[src/rtl/demux_rr_scheduler.sv]
`default_nettype none
// ============================================================================
//  Module      : demux_rr_scheduler
//  Description : Round-robin scheduler driving a 1:8 demultiplexer. A request
//                is picked with a rotating-priority search starting at the
//                round-robin pointer. The select lines are set up one cycle
//                before the enable (break-before-make). The route is held for
//                at most hold_len+1 cycles, or until the requester lets go.
//                A guard cycle with a done pulse closes each window.
//  Revision    : 1.0 - initial release
// ============================================================================
module demux_rr_scheduler #(
    parameter int HOLD_W = 4
) (
    input  logic              clk,
    input  logic              rst_n,
    input  logic [7:0]        req,
    input  logic [HOLD_W-1:0] hold_len,
    output logic              en,
    output logic              s2,
    output logic              s1,
    output logic              s0,
    output logic [7:0]        grant,
    output logic              busy,
    output logic              done
);

    typedef enum logic [1:0] {
        ST_IDLE  = 2'd0,
        ST_SETUP = 2'd1,
        ST_ROUTE = 2'd2,
        ST_GUARD = 2'd3
    } state_t;

    localparam logic [2:0] c_SEL_STEP = 3'd1;

    state_t            r_state;
    state_t            w_state_nxt;
    logic [2:0]        r_ptr;
    logic [2:0]        w_ptr_nxt;
    logic [2:0]        r_sel;
    logic [2:0]        w_sel_nxt;
    logic [HOLD_W-1:0] r_cnt;
    logic [HOLD_W-1:0] w_cnt_nxt;

    // Rotated view of the requests so that bit 0 corresponds to the channel
    // at r_ptr; the lowest set bit of this view is the round-robin winner.
    logic [15:0]       w_req_dbl;
    logic [7:0]        w_req_rot;
    logic [2:0]        w_pick_off;
    logic [2:0]        w_pick;
    logic              w_req_any;
    logic              w_route_end;

    assign w_req_dbl = {req, req};
    assign w_req_rot = w_req_dbl[r_ptr +: 8];
    assign w_req_any = |req;

    // Lowest-set-bit priority encoder over the rotated request vector
    always_comb begin
        w_pick_off = 3'd0;
        for (int i = 7; i >= 0; i--) begin
            if (w_req_rot[i]) begin
                w_pick_off = 3'(i);
            end
        end
    end

    // Undo the rotation; 3-bit addition wraps 7 -> 0 naturally
    assign w_pick = r_ptr + w_pick_off;

    // The window closes when the budget is spent or the owner withdraws
    assign w_route_end = (r_cnt == '0) || !req[r_sel];

    // State and datapath registers
    always_ff @(posedge clk or negedge rst_n) begin
        if (!rst_n) begin
            r_state <= ST_IDLE;
            r_ptr   <= 3'd0;
            r_sel   <= 3'd0;
            r_cnt   <= '0;
        end else begin
            r_state <= w_state_nxt;
            r_ptr   <= w_ptr_nxt;
            r_sel   <= w_sel_nxt;
            r_cnt   <= w_cnt_nxt;
        end
    end

    // Next-state logic; sel and cnt are only loaded on the IDLE->SETUP step
    // so later changes of hold_len or other req bits cannot disturb a window
    always_comb begin
        w_state_nxt = r_state;
        w_ptr_nxt   = r_ptr;
        w_sel_nxt   = r_sel;
        w_cnt_nxt   = r_cnt;
        case (r_state)
            ST_IDLE: begin
                if (w_req_any) begin
                    w_sel_nxt   = w_pick;
                    w_cnt_nxt   = hold_len;
                    w_state_nxt = ST_SETUP;
                end
            end
            ST_SETUP: begin
                w_state_nxt = ST_ROUTE;
            end
            ST_ROUTE: begin
                if (w_route_end) begin
                    w_state_nxt = ST_GUARD;
                end else begin
                    w_cnt_nxt = r_cnt - 1'b1;
                end
            end
            ST_GUARD: begin
                w_ptr_nxt   = r_sel + c_SEL_STEP;
                w_state_nxt = ST_IDLE;
            end
            default: begin
                w_state_nxt = ST_IDLE;
            end
        endcase
    end

    // Moore output decode from registered state and select only
    always_comb begin
        en    = 1'b0;
        grant = 8'h00;
        busy  = 1'b0;
        done  = 1'b0;
        s2    = r_sel[2];
        s1    = r_sel[1];
        s0    = r_sel[0];
        case (r_state)
            ST_IDLE: begin
                busy = 1'b0;
            end
            ST_SETUP: begin
                busy = 1'b1;
            end
            ST_ROUTE: begin
                busy  = 1'b1;
                en    = 1'b1;
                grant = 8'd1 << r_sel;
            end
            ST_GUARD: begin
                busy = 1'b1;
                done = 1'b1;
            end
            default: begin
                busy = 1'b0;
            end
        endcase
    end

endmodule
`default_nettype wire

[config.mk]
export PLATFORM = sky130hd
export DESIGN_NAME = demux_rr_scheduler
export DESIGN_NICKNAME = d
export VERILOG_FILES = /design/src/rtl/demux_rr_scheduler.sv
export SDC_FILE = /design/constraint.sdc
export NUM_CORES = 1
export LEC_CHECK = 0
export BUFFER_PORTS_ARGS = -buffer_cell sky130_fd_sc_hd__buf_2
export CORE_MARGIN = 3
export CORE_UTILIZATION = 39
export DETAILED_ROUTE_END_ITERATION = 8
export GPL_TIMING_DRIVEN = 1
export PLACE_DENSITY = 0.62
export SYNTH_ARGS = -nofsm -noshare
export SYNTH_HDL_FRONTEND = slang
export SYNTH_SLANG_ARGS = --single-unit
export TNS_END_PERCENT = 1
[constraint.sdc]
create_clock -name clk -period 3.15 [get_ports clk]
set_clock_uncertainty 0.1 [all_clocks]
set_input_delay 0.1575 -clock clk [delete_from_list [all_inputs] [get_ports clk]]
set_output_delay 0.1575 -clock clk [all_outputs]
set_load 0.05 [all_outputs]
# [Word-level counts from Yosys, hierarchy flattened]
# Cells that the tools add are included.
[classes] addsub=3 order_cmp=1 n_eq_ne=6 shift=2 muxes=20 n_reduce_logical=10
[op_table] operator="3-bit two-way mux" n=8
[op_table] operator="16-bit by 4-bit variable part select with 8-bit output" n=1
[op_table] operator="4-bit two-way mux" n=2
[op_table] operator="8-bit two-way mux" n=1
[op_table] operator="2-bit one-hot mux with 4 select lines" n=1
[op_table] operator="4-bit one-hot mux with 2 select lines" n=1
[op_table] operator="8-bit OR reduction" n=1
[op_table] operator="1-bit by 3-bit left shift with 8-bit output, first input constant" n=1
[op_table] operator="2-bit != test, second input constant" n=3
[op_table] operator="2-bit equality test, second input constant" n=2
[op_table] operator="4-bit zero test" n=1
[op_table] operator="3-bit by 4-bit less-than comparator with 1-bit output, second input constant" n=1
[op_table] operator="2-bit two-way mux" n=2
[op_table] operator="2-bit AND reduction" n=2
[op_table] operator="4-bit by 1-bit subtractor with 4-bit output, second input constant" n=1
[op_table] operator="3-bit by 1-bit adder with 3-bit output, second input constant" n=1
[op_table] operator="3-bit adder" n=1
[op_table] operator="1-bit binary-select mux with 3-bit select" n=1
[op_table] operator="1-bit two-way mux" n=3
[op_table] operator="3-bit AND reduction" n=1
[op_table] operator="3-bit OR reduction" n=1
[op_table] operator="2-bit by 1-bit equality test with 1-bit output, second input constant" n=1
[op_table] operator="2-bit zero test" n=1
[op_table] operator="1-bit one-hot mux with 2 select lines" n=1
[op_table] operator="3 further kinds" n=3
[word_totals] register_bits=12 input_bits=14 out_inout_bits=14 wordCells=46

# [Logic depth before layout (Yosys ltp)]
[logic_depth] ltp_word=10 mapped_depth=13 mapped_depth_nobuf=12

# [Worst setup path after synthesis]
# Ideal clock, no wire load.
[synth_timing] kind="register to register" startpoint="reg r_ptr[0]" endpoint="reg r_sel[2]" setup_time_ps=70 arrival_ps=2804 required_time_ps=2980 setup_slack_ps=176 path_stages_with_launch=13 path_buffers=1 synth_period_minus_slack_ps=2974 path_cell_list="dfrtp_1 buf_2 mux4_2 o221ai_1 a21oi_1 a2111oi_0 o22a_1 ha_1 inv_1 fa_1 xnor2_1 a211o_1 nand3_1"
[synth_between] elab_chain_len=10
[synth_rtl] element="start, declared" line_no="39" rtl="logic [2:0] r_ptr;"
[synth_rtl] element="start signal, assigned" line_no="84" rtl="r_ptr <= w_ptr_nxt;"
[synth_rtl] element="16-bit by 4-bit variable part select with 8-bit output" line_no="56" rtl="assign w_req_rot = w_req_dbl[r_ptr +: 8];"
[synth_rtl] element="3-bit two-way mux (8 in series)" line_no="63" rtl="if (w_req_rot[i]) begin"
[synth_rtl] element="3-bit adder (*)" line_no="70" rtl="assign w_pick = r_ptr + w_pick_off;"
[synth_rtl] element="end signal, assigned" line_no="85" rtl="r_sel <= w_sel_nxt;"
[synth_rtl] element="end, declared" line_no="41" rtl="logic [2:0] r_sel;"
# Mark *: on every way between the ends. The rest lies on a longest branch, timed or not.
# A chain may end at the register's enable or synchronous reset.

# [Worst setup path in the final report]
# Same ends and word-level chain as after synthesis.

==> impl_summary.md <==
Status
The flow ran to the end, and the final reports show no timing, DRC or antenna violations.

Clocking
After clock tree synthesis, the clock-pin slew on the worst setup and hold paths is 0.05 ns. The number of buffers on the longest clock path is 2. Counting the buffers created by CTS gives 3.

The number of buffers inserted by post-CTS setup repair is 0. TritonCTS built the clock tree. The cell at the root of the clock tree is sky130_fd_sc_hd__clkbuf_8. The number of clock sinks is 12. The source-to-sink clock delay at the later pin of the worst-skew pair is 0.24 ns. The H-tree depth is 1.

Worst setup path
The data required time of the critical path is 3.22 ns. The biggest fanout along the worst timing path is 5. The worst setup path is captured at a flop. The launch instance of the worst register-to-register path is r_ptr[0]. Tracing the worst setup path back leads to its startpoint at r_ptr[0]. The type of element launching the critical path is a flop. At the worst endpoint, the arrival time is 3.08 ns. The critical path is of the reg -> reg type.

Global routing
The overall overflow remaining after global route is 0. In the global route stage, met3 resource usage came out at 3.04%. The global-route track usage on met1 is 26.9%. Entering global routing, the biggest net connects 19 pins. The via count of the first global-routing pass is 1302.

For this run, the total global-route usage over all layers was measured as 18.0%. In the global route stage, met2 resource usage came out at 27.5%. The first global-routing pass estimated 6.22 mm of wire. The number of antenna violations at the first check in global routing is 0. The most crowded layer after global routing is met2.

Finish
The cell area after layout is 1740 µm². The area of the multi-input gates is 1070 µm². In the layout the commonest cells are 27 x sky130_fd_sc_hd__buf_2, 14 x sky130_fd_sc_hd__a21oi_1, 14 x sky130_fd_sc_hd__nand2_1, 13 x sky130_fd_sc_hd__inv_1, 13 x sky130_fd_sc_hd__ha_1. 0 antenna diodes ended up in the layout. The total of fill cells in the finished design is 331.

The final instance count without filler cells is 251. The library cell used most frequently in the layout, excluding fill and tap cells, is sky130_fd_sc_hd__buf_2. The final layout contains 234 nets. The fraction of final layout cells sized beyond drive strength 1 is 22.4%.

The sequential cells in the finished layout cover a total of 302 µm². From synthesis to final layout, the design area changed by 20.0%.

STA
Setup violations remaining at the end of the flow were counted as 0. The tightest hold path in the finished design has a slack of 0.143 ns. The tightest slew margin relative to the limit is 59.1%. The transition time at the pin with the least slew margin is 0.609 ns. The portion of the clock cycle consumed by the worst path in the final layout is 95.6%.

Setup repair after global routing left no endpoint under its margin. The number of endpoints with negative hold slack in the final report is 0. Timing would allow up to 332 MHz.

The worst path in the final design needs a cycle of 3.01 ns, including I/O delays and setup. In the final timing run, aggregate negative setup slack is 0 ns. The count of pins over their slew limit is 0.

Synthesis
Synthesis instantiated 47 different standard cells from the library. After synthesis, the cell types taking the most area are sky130_fd_sc_hd__dfrtp_1 21%, sky130_fd_sc_hd__ha_1 11%, sky130_fd_sc_hd__a21oi_1 4.8%, sky130_fd_sc_hd__mux4_2 4.7%, sky130_fd_sc_hd__nand2_1 3.6%. Yosys mapped a number of flops with a built-in enable equal to 0. Synthesis produced a netlist with a net count of 202.

For this run, the leading register cell type out of synthesis is sky130_fd_sc_hd__dfrtp_1. The post-synthesis cell count is 174. After synthesis, flip-flops and latches occupy 20.7% of the total area. The register bit total from synthesis is 12. Of all flip-flops after synthesis, the portion carrying an async set or reset was 100%. The synthesized area per cell is 8.32 µm². The synthesized netlist occupies a cell area of 1450 µm².

The count of yosys warnings during synthesis is 0. Of all cell types, the one taking the most synthesized area is sky130_fd_sc_hd__dfrtp_1. The share of Yosys cell area claimed by the top area cell type is 20.7%.

Die
The die outline area is 4480 µm². Once the floorplan was initialized, standard cells occupied 42.1% of the core. In this run the vertical extent of the chip is 66.9 µm. Row generation in the floorplan step produced 21 rows. The total area inside the core boundary comes to 3440 µm². Pin placement for this block handled 28 I/O pins. The die boundary width is 66.9 µm.

Power
For this design the ratio of total power to cell area is 1060 nW/µm². Across the VDD grid, the largest voltage drop is 0.615 mV. In this run the static leakage power is 0.810 nW. The part of the power in registers is 19.4%. The cell-internal power is 0.867 mW. The combinational share of power is 71.5%. In this run switching power makes up 52.8% of total power. The share of total power dissipated in the clock network is 9.1%. For this design the total switching power over the nets is 0.970 mW.

Drt
The post-detailed-route DRC marker count is 0. In the final routed layout, each cell accounts on average for 15.0 µm. The number of nets with antenna violations after routing is 0. Summed over all layers, the routed wires come to 3.78 mm. The routed layout has 1449 vias. In this run, the number of DRC markers left after iteration 0 of detailed routing was 68. The via count normalized by instance count is 5.77. The number of search-and-repair iterations in the first detailed-routing pass is 4.

Flow run
The max capacitance violation total is 0.

Place
After detailed placement, the design holds a cell count of 246. The count of buffers added on input and output ports is 27. At the end of routability-driven placement, the weighted congestion stood at 0.936.

In this run the cell area measured after placement is 1660 µm². The wire-length estimate of the detail-placed layout is 2.91 mm.

Worst hold path
In this run the most critical hold path is launched from hold_len[3]. The worst min-delay path category is in -> reg.
==> through the flow <==
step                worst slack (ns)  total power, mW  utilization (%)
floorplan                      0.176             1.32                -
global placement               0.174             1.60             48.3
detailed placement            0.0757             1.64             48.3
CTS                           0.0396             1.82             50.2
global route                  0.0225             2.00             50.5
finish                         0.140             1.84             50.5
==> power groups by stage <==
stage	Combinational, mW	Clock (mW)	Sequential (mW)
after floorplan	0.935	0	0.381
after global placement	1.25	0	0.349
after detailed placement	1.29	0	0.357
after CTS	1.30	0.173	0.354
after global routing	1.45	0.180	0.375
final	1.31	0.166	0.357
==> cell type report <==
type / instances / share of cell area, %
clock buffer: 4 / 3.17
inverter: 14 / 3.03
tap: 46 / 3.31
sequential: 12 / 17.4
multi-input combinational: 142 / 61.9
timing repair buffer: 33 / 11.2
==> final timing paths <==
path                               to  slack (ns)  depth (start not counted)
min reg2reg                r_state[1]        0.46                          1
max reg2reg                  r_sel[2]        0.14                         11
max in group asynchronous    r_ptr[0]        2.49                          2
min in group asynchronous    r_ptr[2]        0.22                          2
min                          r_cnt[3]        0.14                          3
max                          r_sel[2]        0.14                         11
==> worst max-delay path, stage by stage, from the launching register on <==
cell,delay (ns)
sky130_fd_sc_hd__dfrtp_2,0.44
sky130_fd_sc_hd__mux4_2,0.56
sky130_fd_sc_hd__o21ai_0,0.19
sky130_fd_sc_hd__a21oi_1,0.11
sky130_fd_sc_hd__a2111oi_2,0.32
sky130_fd_sc_hd__o22a_1,0.18
sky130_fd_sc_hd__ha_1,0.14
sky130_fd_sc_hd__inv_1,0.05
sky130_fd_sc_hd__fa_1,0.37
sky130_fd_sc_hd__xnor2_1,0.15
sky130_fd_sc_hd__a211o_1,0.27
sky130_fd_sc_hd__nand3_1,0.06
==> cells in the mapped netlist (3+ instances only) <==
library cell,number
sky130_fd_sc_hd__buf_2,3
sky130_fd_sc_hd__clkbuf_1,3
sky130_fd_sc_hd__inv_1,13
sky130_fd_sc_hd__mux4_2,3
sky130_fd_sc_hd__a21oi_1,14
sky130_fd_sc_hd__ha_1,13
sky130_fd_sc_hd__o221ai_1,4
sky130_fd_sc_hd__o21ai_0,5
sky130_fd_sc_hd__nand2b_1,4
sky130_fd_sc_hd__nand3_1,7
sky130_fd_sc_hd__or3_1,3
sky130_fd_sc_hd__nor4_1,3
sky130_fd_sc_hd__nor2b_1,6
sky130_fd_sc_hd__a211oi_1,6
sky130_fd_sc_hd__and2_1,6
sky130_fd_sc_hd__nor3_1,7
sky130_fd_sc_hd__nor2_1,7
sky130_fd_sc_hd__dfrtp_1,12
sky130_fd_sc_hd__and3_1,3
sky130_fd_sc_hd__nand2_1,14
sky130_fd_sc_hd__mux2i_1,5
==> state kept, by name, indices dropped and copies added (netlist names) <==
| register | count |
|---|---|
| r_cnt | 4 |
| r_ptr | 3 |
| r_sel | 3 |
| r_state | 2 |
==> metal layers <==
layer  vias to the layer above  part of all wire [%]
met5                         -                     0
met4                         0                  0.26
met3                         2                   5.0
met2                        47                    45
met1                       690                    49
li1                        710                     -
==> timing repair <==
item / CTS / global route
resized for setup: 0 / 4
hold buffers: 1 / 0
endpoints found under the setup margin: 0 / 1
hold endpoints to repair: 12 / 0
==> logic make-up (layout without fill, tap and decap cells) <==
logic type | count (synthesis) | count (layout) | synth area share, %
buffers and inverters | 20 | 51 | 5.44
AO/OA/AOI/OAI | 46 | 46 | 22.4
adder cells (fa/ha/maj) | 14 | 14 | 12.6
AND/OR/NAND/NOR | 69 | 69 | 25.9
multiplexers | 12 | 12 | 12.3
XOR/XNOR | 1 | 1 | 0.605
flip-flops | 12 | 12 | 20.7
(Power assumes the default switching activity.)
